--- src/rtl/booth_mac_accumulator.sv ---
// booth_mac_accumulator
//
// Sums a stream of signed products (from radix8_booth_multiplier) into a
// saturating accumulator, one group at a time. A group ends on the beat
// flagged in_last; the result is then held until downstream takes it.
//
// Ports
//   clk         in   1       rising-edge clock
//   rst         in   1       synchronous active-high reset
//   in_valid    in   1       in_product / in_last valid
//   in_ready    out  1       a beat is accepted this cycle when in_valid=1
//   in_product  in   PROD_W  signed product
//   in_last     in   1       final beat of the group
//   out_valid   out  1       group result held on out_acc/out_count/out_sat
//   out_ready   in   1       downstream consumes the result
//   out_acc     out  ACC_W   signed accumulated sum (running value outside HOLD)
//   out_count   out  CNT_W   beats accepted in the group, clamps at all-ones
//   out_sat     out  1       accumulator clamped at least once in the group
module booth_mac_accumulator #(
    parameter int PROD_W = 32,
    parameter int ACC_W  = 40,
    parameter int CNT_W  = 8
) (
    input  logic                     clk,
    input  logic                     rst,
    input  logic                     in_valid,
    output logic                     in_ready,
    input  logic signed [PROD_W-1:0] in_product,
    input  logic                     in_last,
    output logic                     out_valid,
    input  logic                     out_ready,
    output logic signed [ACC_W-1:0]  out_acc,
    output logic [CNT_W-1:0]         out_count,
    output logic                     out_sat
);

    if (ACC_W <= PROD_W) begin : g_width_check
        $error("booth_mac_accumulator: ACC_W must be greater than PROD_W");
    end

    typedef enum logic {
        ACCUM = 1'b0,
        HOLD  = 1'b1
    } state_t;

    state_t                  r_state;
    state_t                  w_next;
    logic signed [ACC_W-1:0] r_acc;
    logic [CNT_W-1:0]        r_cnt;
    logic                    r_sat;

    logic                    w_accept;
    logic                    w_release;
    logic signed [ACC_W:0]   w_prod_ext;
    logic signed [ACC_W:0]   w_sum;

    // One guard bit above the accumulator: the sum of two ACC_W-bit signed
    // values cannot overflow ACC_W+1 bits, so the top two bits disagreeing
    // is exactly the out-of-range condition.
    function automatic logic sum_ovf(input logic signed [ACC_W:0] s);
        return s[ACC_W] != s[ACC_W-1];
    endfunction

    function automatic logic signed [ACC_W-1:0] sat_sum(input logic signed [ACC_W:0] s);
        if (s[ACC_W] != s[ACC_W-1]) begin
            // Sign of the wide sum picks the rail.
            return s[ACC_W] ? {1'b1, {(ACC_W-1){1'b0}}} : {1'b0, {(ACC_W-1){1'b1}}};
        end
        return s[ACC_W-1:0];
    endfunction

    function automatic logic [CNT_W-1:0] cnt_inc(input logic [CNT_W-1:0] c);
        return (&c) ? c : c + CNT_W'(1);
    endfunction

    assign w_prod_ext = {{(ACC_W + 1 - PROD_W){in_product[PROD_W-1]}}, in_product};
    assign w_sum      = {r_acc[ACC_W-1], r_acc} + w_prod_ext;
    assign w_accept   = in_valid && in_ready;
    assign w_release  = out_valid && out_ready;

    always_ff @(posedge clk) begin
        if (rst) begin
            r_state <= ACCUM;
        end else begin
            r_state <= w_next;
        end
    end

    always_comb begin
        w_next    = r_state;
        in_ready  = 1'b0;
        out_valid = 1'b0;
        case (r_state)
            ACCUM: begin
                in_ready = 1'b1;
                if (in_valid && in_last) begin
                    w_next = HOLD;
                end
            end
            HOLD: begin
                out_valid = 1'b1;
                if (out_ready) begin
                    w_next = ACCUM;
                end
            end
            default: w_next = ACCUM;
        endcase
    end

    // Accumulator state; in HOLD no beat is accepted, so the values freeze
    // until the release handshake clears them.
    always_ff @(posedge clk) begin
        if (rst || w_release) begin
            r_acc <= '0;
            r_cnt <= '0;
            r_sat <= 1'b0;
        end else if (w_accept) begin
            r_acc <= sat_sum(w_sum);
            r_cnt <= cnt_inc(r_cnt);
            r_sat <= r_sat | sum_ovf(w_sum);
        end
    end

    assign out_acc   = r_acc;
    assign out_count = r_cnt;
    assign out_sat   = r_sat;

endmodule

--- config.mk ---
export PLATFORM = sky130hd
export DESIGN_NAME = booth_mac_accumulator
export DESIGN_NICKNAME = d
export VERILOG_FILES = /design/src/rtl/booth_mac_accumulator.sv
export SDC_FILE = /design/constraint.sdc
export NUM_CORES = 1
export LEC_CHECK = 0
export CAP_MARGIN = 20
export CORE_ASPECT_RATIO = 1.4
export CORE_UTILIZATION = 40
export DETAILED_ROUTE_END_ITERATION = 12
export PLACE_DENSITY_LB_ADDON = 0.08
export SETUP_SLACK_MARGIN = 0.02
export SLEW_MARGIN = 20
export SYNTH_ARGS = -nofsm -noshare
export SYNTH_HDL_FRONTEND = slang
export SYNTH_SLANG_ARGS = --single-unit
--- constraint.sdc ---
create_clock -name clk -period 3.88 [get_ports clk]
set_clock_uncertainty 0.15 [all_clocks]
set_input_delay 0.582 -clock clk [delete_from_list [all_inputs] [get_ports clk]]
set_output_delay 0.582 -clock clk [all_outputs]
set_load 0.02 [all_outputs]
# == Word level (Yosys, flattened, before mapping) ==
# Cells that the tools add are included.
# word_totals
out_inout_bits,51
register_bits,50
inputBits,37
# classes
n_reduce_logical,6
bitwise_logic,3
add_sub_neg,2
n_mux,11
n_eq_ne,1
# ops
operator,n
40-bit 2-to-1 mux,3
40-bit by 32-bit adder with 41-bit output,1
"8-bit by 1-bit adder with 8-bit output, second input constant",1
8-bit AND reduction,1
1-bit 2-to-1 mux,7
1-bit logical AND,3
1-bit inverter,2
1-bit case mux with 2 select lines,1
2-bit AND reduction,1
1-bit logical OR,1
1-bit != test,1
1-bit OR,1

# == Logic depth before layout (Yosys ltp) ==
# Gate-level depths: netlist of the first run.
# logic_depth
depth_word,6
ltp_mapped,14

# == Worst setup path after synthesis of the first run ==
# No wires, ideal clock.
# synth_path
path_type,input to register
startpoint,input port in_product[0]
endpoint,"register r_acc[38], in the netlist out_acc[38]"
t_arrival_ns,3.163
required_time_ns,3.608
setup_slack_ns,0.446
n_path_buf,0
setup_time_ns,0.122
path_stages,12
path_cell_list,ha_1 inv_1 fa_1 nor2b_1 o2111ai_1 a211o_1 and3_1 o41ai_1 o22ai_1 o21ai_0 xor2_1 a221o_1
# synth_between
elab_chain_cells,6
# synth_rtl
element,line_no,rtl
from (decl),28,"input logic signed [PROD_W-1:0] in_product,"
40-bit by 32-bit adder with 41-bit output *,77,"assign w_sum = {r_acc[ACC_W-1], r_acc} + w_prod_ext;"
1-bit != test,65,if (s[ACC_W] != s[ACC_W-1]) begin
1-bit 2-to-1 mux,65,
1-bit 2-to-1 mux,117,end else if (w_accept) begin
1-bit 2-to-1 mux,113,if (rst || w_release) begin
40-bit 2-to-1 mux *,69,return s[ACC_W-1:0];
to (signal assigned),118,r_acc <= sat_sum(w_sum);
to (decl),48,logic signed [ACC_W-1:0] r_acc;
# Every way passes the cells marked *; elsewhere a longest branch is shown, timed or not. The select of a mux whose other input is x is not followed.
# A chain may end at the register's enable or synchronous reset.

# == Final worst setup path of the first run ==
# layout_path
startpoint,input port in_product[0]
endpoint,"register r_acc[34], in the netlist out_acc[34]"
# Same word-level chain as after synthesis.

==> flow_summary.yaml, run 1 <==
global_routing:
  grt_max_degree: 36
  grt_use_met1_pct: 27.4
  met3_usage_pct: 3.25
  busiest_layer: "met2"
  grt_antenna_before_repair: 0
  grt_pass1_wl_um: 19300
  grt-ovfl-total: 0
  grt.total_usage_pct: 22.4
  grt_pass1_vias: 4235
  use_met2_pct: 38.8
finish:
  n_antenna_cell: 0
  multi_input_area_um2: 2920
  regArea_um2: 1000
  final_cells: 730
  drive_above_1_share_pct: 8.07
  area_growth_pct: 32.2
  fillers: 956
  layout_commonest_cell: "clkdlybuf4s50_1"
  final_area_um2: 5450
  final_cell_mix: "clkdlybuf4s50_1 (87), dfxtp_1 (50), a21oi_1 (49), ha_1 (41)"
  final_util_pct: 54.7
  nets: 674
timing:
  hold_violations: 0
  period_minus_slack_ps: 3680
  finalSetupTns_ps: 0
  rsz0062_at_grt: "no"
  worst_slack_ps: 196
  tightest_slew_ps: 585
  setup_violations: 0
  max-slew-margin-rel_pct: 60.8
  maxSlewViolCount: 0
  fin_crit_sh_pct: 95.0
  fmax_mhz: 271
worst_setup_path:
  cp-end-kind: "flip-flop"
  startpoint_type: "input port"
  critPathMaxStageDelay_ps: 460
  crit_chain: "clkdlybuf4s50_1 -> ha_1 -> inv_1 -> fa_1 -> nor2b_2 -> o2111ai_1 -> a211o_1 -> and3_1 -> o41ai_1 -> buf_4 -> o22ai_1 -> o21bai_1 -> xor2_1 -> a221o_1"
  crit_fanout: 3
  cp_data_arrival_time_ps: 3720
  worstSetupPathType: "in -> reg"
  cp.required_ps: 3920
  reg2reg_depth: 13
  crit_slowest_cell: "clkdlybuf4s50_1"
logic_synthesis:
  async_flop_share_pct: 0
  syn-instance-count: 498
  netlist_area_um2: 4120
  synthesis.nets: 577
  ys_seq_area_share_pct: 24.3
  synthDistinctLibCells: 54
  synth-seq-cells: 50
  yosys_warnings: 0
  synth_edf_count: 0
  postSynthAreaPerCell_um2: 8.27
  synth_ff_type: "dfxtp_1"
pwr:
  intPower_uw: 2180
  sw_frac_of_total_pct: 43.6
  ir_drop_mv: 0.308
  p_leak_uw: 0.00236
  p_comb_share_pct: 65.3
  p_per_area_nw_per_um2: 709
  p_sw_uw: 1680
  seqPwrFrac_pct: 21.1
  clkPwrFrac_pct: 13.6
clocking:
  clockRootBuffer: "clkbuf_16"
  cts_tree: "built"
  cts.sinks: 50
  clockBufferDepth: 2
  htreeDepth: 2
  path_clk_slew_ps: 70
  clkLatencyLatePin_ps: 300
  numCtsBuffers: 5
route:
  wl_per_cell_um: 15.4
  drc: 0
  totalWireLength_um: 11200
  drtIter0Drc: 183
  vias_per_cell: 5.69
  ant_nets: 0
  vias: 4152
  drtPass1Iterations: 5
place:
  placedInstanceArea_um2: 5270
  routabilityCongestion: 0.864
  portBuffers: 87
  place_hpwl_um: 8630
  dp_slack_ps: -146
  dp_cells: 723
min_path:
  hold_class: "reg -> reg"
  hold_depth: 2
floorplan:
  io_pins: 88
  fp.dieW_um: 87.8
  die-area_um2: 10700
  rows: 43
  initial_core_util_pct: 41.4
  core_um2: 9950
  dieHeight_um: 122
status:
  status: "complete, no violations"
flow_run:
  max_cap_viol_count: 0
cells by family (layout without fill, tap and decap cells):
group / Yosys count / after routing / share of synthesized area [%]
AO/OA/AOI/OAI: 190 / 190 / 33.8
AND/OR/NAND/NOR: 126 / 126 / 14.4
flip-flops: 50 / 50 / 24.3
buffers and inverters: 45 / 142 / 4.95
adder cells (fa/ha/maj): 43 / 43 / 13.2
XOR/XNOR: 43 / 43 / 9.15
multiplexers: 1 / 1 / 0.243
per-layer routing:
| layer | vias to the layer above | part of all wire [%] |
|---|---|---|
| li1 | 2089 | - |
| met1 | 1939 | 45 |
| met2 | 105 | 49 |
| met3 | 19 | 4.5 |
| met4 | 0 | 2.2 |
| met5 | - | 0 |
worst paths after layout:
kind,start,end,slack (ps)
hold reg to reg,out_sat$_SDFFE_PP0P_,out_sat$_SDFFE_PP0P_,350
setup / recovery,in_product[0],out_acc[34]$_SDFFE_PP0P_,200
setup reg to reg,out_acc[0]$_SDFFE_PP0P_,out_acc[34]$_SDFFE_PP0P_,570
hold / removal,out_sat$_SDFFE_PP0P_,out_sat$_SDFFE_PP0P_,350
what timing repair did:
item | CTS | global route
endpoints found under the setup margin | 0 | 7
hold endpoints to repair | 0 | 0
hold buffers | 0 | 0
gates resized for setup | 0 | 3
setup buffers | 0 | 0
flip-flops by register name (all words and copies together) (netlist names):
register	count
out_acc	40
out_count	8
out_sat	1
r_state	1
metrics by stage:
step	power, uW	hold WS [ps]
CTS	3880	352
detailed placement	3330	335
global route	4170	391
finish	3860	346
global placement	3310	326
floorplan	2500	398
synthesized netlist by cell type, drive strengths merged, types with 2 or more instances:
cell type	number	area share (%)
nor3	5	0.61
nand4	13	2.0
xor2	19	4.0
nand2b	5	0.76
dfxtp	50	24
nand3	20	2.4
ha	41	12
a221o	34	8.3
o211ai	7	1.3
a311oi	4	0.85
a21boi	2	0.46
a211o	2	0.43
a31oi	6	0.91
o21ai	23	2.8
a21oi	51	6.3
o41ai	2	0.43
o2111ai	3	0.64
and3	5	0.76
o211a	2	0.49
a211oi	6	1.3
nor2b	3	0.46
inv	19	1.7
clkbuf	18	1.6
buf	8	1.6
or2	2	0.30
nand2	34	3.1
o21a	10	1.8
a21o	22	4.0
o21bai	5	0.91
nor2	33	3.0
and2	3	0.46
xnor2	24	5.1
o221a	2	0.55
a221oi	2	0.85
area by class of cell:
| class | instances | share of cell area (%) |
|---|---|---|
| clock buffer | 6 | 2.55 |
| clock inverter | 1 | 0.551 |
| inverter | 19 | 1.31 |
| multi-input combinational | 403 | 53.7 |
| sequential | 50 | 18.4 |
| tap | 135 | 3.10 |
| timing repair buffer | 116 | 20.5 |
worst max-delay path: cells and delay by family:
kind | cells | cell delay (ps)
adders and majority gates | 2 | 570
and+or+nand+nor | 2 | 350
AOI/OAI and AO/OA | 6 | 1420
buffers and inverters | 3 | 680
xor gates and xnor gates | 1 | 110
power by group through the flow:
stage                     clock, uW  sequential [uW]  combinational, uW
final                           523              814               2520
after global routing            555              838               2780
after CTS                       541              816               2520
after floorplan                   0              992               1510
after detailed placement          0              826               2500
after global placement            0              822               2490
Note: power is estimated with default switching activity, not from simulation.
==> run 2: changes to the inputs <==
- CORE_UTILIZATION: 40 -> 52
==> run 2 against run 1 <==
Compared with the run above: critical path depth is the same; hold slack gained 22 ps; final cell count shrank 4.8%; routed wire length shrank 1.0%; first-iteration DRC count grew 54%; worst setup slack gained 69 ps; sequential share of layout area grew 0.25 points; critical endpoint unchanged; largest cell class unchanged.
==> flow_summary.yaml, run 2 (synthesized netlist as in run 1, its figures left out) <==
clocking:
  numCtsBuffers: 5
  holdBufCountCts: 0
  path_clk_slew_ps: 100
  cts_tree: "built"
  cts.sinks: 50
  clockRootBuffer: "clkbuf_8"
  htreeDepth: 2
  clockBufferDepth: 2
  clkLatencyLatePin_ps: 320
route:
  wl_met3_um: 526
  drt-met1-wl_um: 4730
  ant_nets: 0
  drc: 0
  vias_per_cell: 6.12
  dr.max_layer_used: "met4"
  wl_per_cell_um: 16.0
  drtIter0Drc: 281
  wl_met2_um: 5570
  totalWireLength_um: 11100
  drtPass1Iterations: 4
  vias: 4255
pwr:
  p_comb_share_pct: 68.0
  p_sw_uw: 1690
  p_per_area_nw_per_um2: 697
  intPower_uw: 2050
  clkPwrFrac_pct: 10.2
  sw_frac_of_total_pct: 45.2
  ir_drop_mv: 0.427
  seqPwrFrac_pct: 21.8
  p_leak_uw: 0.00235
place:
  routabilityCongestion: 0.933
  dp_cells: 686
  dp_slack_ps: -181
  portBuffers: 87
  place_hpwl_um: 8370
floorplan:
  core_um2: 7700
  rows: 38
  io_pins: 88
  fp.dieW_um: 77.2
  dieHeight_um: 107
  initial_core_util_pct: 53.5
  die-area_um2: 8280
finish:
  final_cell_mix: "clkdlybuf4s50_1 (87), dfxtp_1 (50), a21oi_1 (49), ha_1 (41)"
  fillers: 673
  area_growth_pct: 30.4
  largest_reg_flops: 40
  nets: 673
  layout_commonest_cell: "clkdlybuf4s50_1"
  drive_above_1_share_pct: 8.24
  final_cells: 695
  n_antenna_cell: 0
global_routing:
  grt_pass1_wl_um: 18100
  grt_max_degree: 36
  grt_pass1_vias: 4033
  grt.total_usage_pct: 27.1
  grt_antenna_before_repair: 0
  grt-ovfl-total: 0
flow_run:
  max_cap_viol_count: 0
worst_setup_path:
  crit_chain: "clkdlybuf4s50_1 -> ha_1 -> inv_1 -> fa_1 -> nor2b_2 -> o2111ai_1 -> a211o_1 -> and3_1 -> o41ai_2 -> buf_4 -> o22ai_1 -> o21bai_1 -> xor2_1 -> a221o_1"
  cp-end-kind: "flip-flop"
  crit_slowest_cell: "clkdlybuf4s50_1"
  crit_fanout: 3
  worstSetupPathType: "in -> reg"
  startpoint_type: "input port"
  cp.required_ps: 3940
  cp_data_arrival_time_ps: 3680
  critPathMaxStageDelay_ps: 460
timing:
  setup_violations: 0
  worst_slack_ps: 265
  rsz0062_at_grt: "no"
  period_minus_slack_ps: 3610
  timing.hold.ws_ps: 368
  hold_violations: 0
  maxSlewViolCount: 0
  tightest_slew_ps: 896
  max-slew-margin-rel_pct: 40.2
  finalSetupTns_ps: 0
  fmax_mhz: 277
  fin_crit_sh_pct: 93.2
status:
  status: "complete, no violations"
min_path:
  hold_class: "reg -> reg"
-- run 2: changes by cell type in the layout (fill, tap and decap cells not counted), sizes merged --
cell | previous run | this run
clkbuf | 6 | 5
buf | 29 | 28
clkinv | 0 | 2
-- run 2: worst paths after layout --
check                                                 to  slack (ps)                     from  cells past startpoint
worst max-delay path            out_acc[34]$_SDFFE_PP0P_         270            in_product[0]                     14
worst min-delay path                out_sat$_SDFFE_PP0P_         370     out_sat$_SDFFE_PP0P_                      2
worst max register to register  out_acc[34]$_SDFFE_PP0P_         610  out_acc[0]$_SDFFE_PP0P_                     13
worst min register to register      out_sat$_SDFFE_PP0P_         370     out_sat$_SDFFE_PP0P_                      2
-- run 2: layout make-up --
class                      instances  area (um^2)  area share (%)
sequential                        50         1000            18.6
clock inverter                     3         40.0           0.745
tap                              100          125            2.33
multi-input combinational        403         2930            54.6
inverter                          19         71.3            1.33
timing repair buffer             115         1130            21.1
clock buffer                       5         68.8            1.28
-- run 2: timing repair --
item	CTS	global route
endpoints found under the setup margin	0	35
resized for setup	0	4
buffers inserted	0	1
-- run 2: through the flow --
stage	power, uW	util (%)	cell area (um^2)
finish	3750	69.7	5370
global route	4010	69.7	5370
CTS	3730	69.5	5350
detailed placement	3330	68.0	5240
global placement	3280	68.0	5240
floorplan	2500	-	4120
-- run 2: routing by layer --
metal	global-route usage, %	vias up
met4	12.4	0
li1	-	2093
met3	4.07	19
met1	31.5	2020
met5	0	-
met2	48.3	123
-- run 2: power groups by stage --
| stage | Combinational [uW] | Sequential [uW] | Clock (uW) |
|---|---|---|---|
| 2_1_floorplan | 1510 | 992 | 0 |
| 6_report | 2550 | 815 | 383 |
| 3_5_place_dp | 2500 | 822 | 0 |
| 4_1_cts | 2520 | 813 | 395 |
| 3_3_place_gp | 2470 | 815 | 0 |
| 5_1_grt | 2770 | 835 | 404 |
-- run 2: critical path: cells and delay by family --
family / cells / cell delay [ps]
XOR/XNOR: 1 / 90
AO/OA/AOI/OAI: 6 / 1380
adder cells (fa/ha/maj): 2 / 580
buffers and inverters: 3 / 690
AND/OR/NAND/NOR: 2 / 350
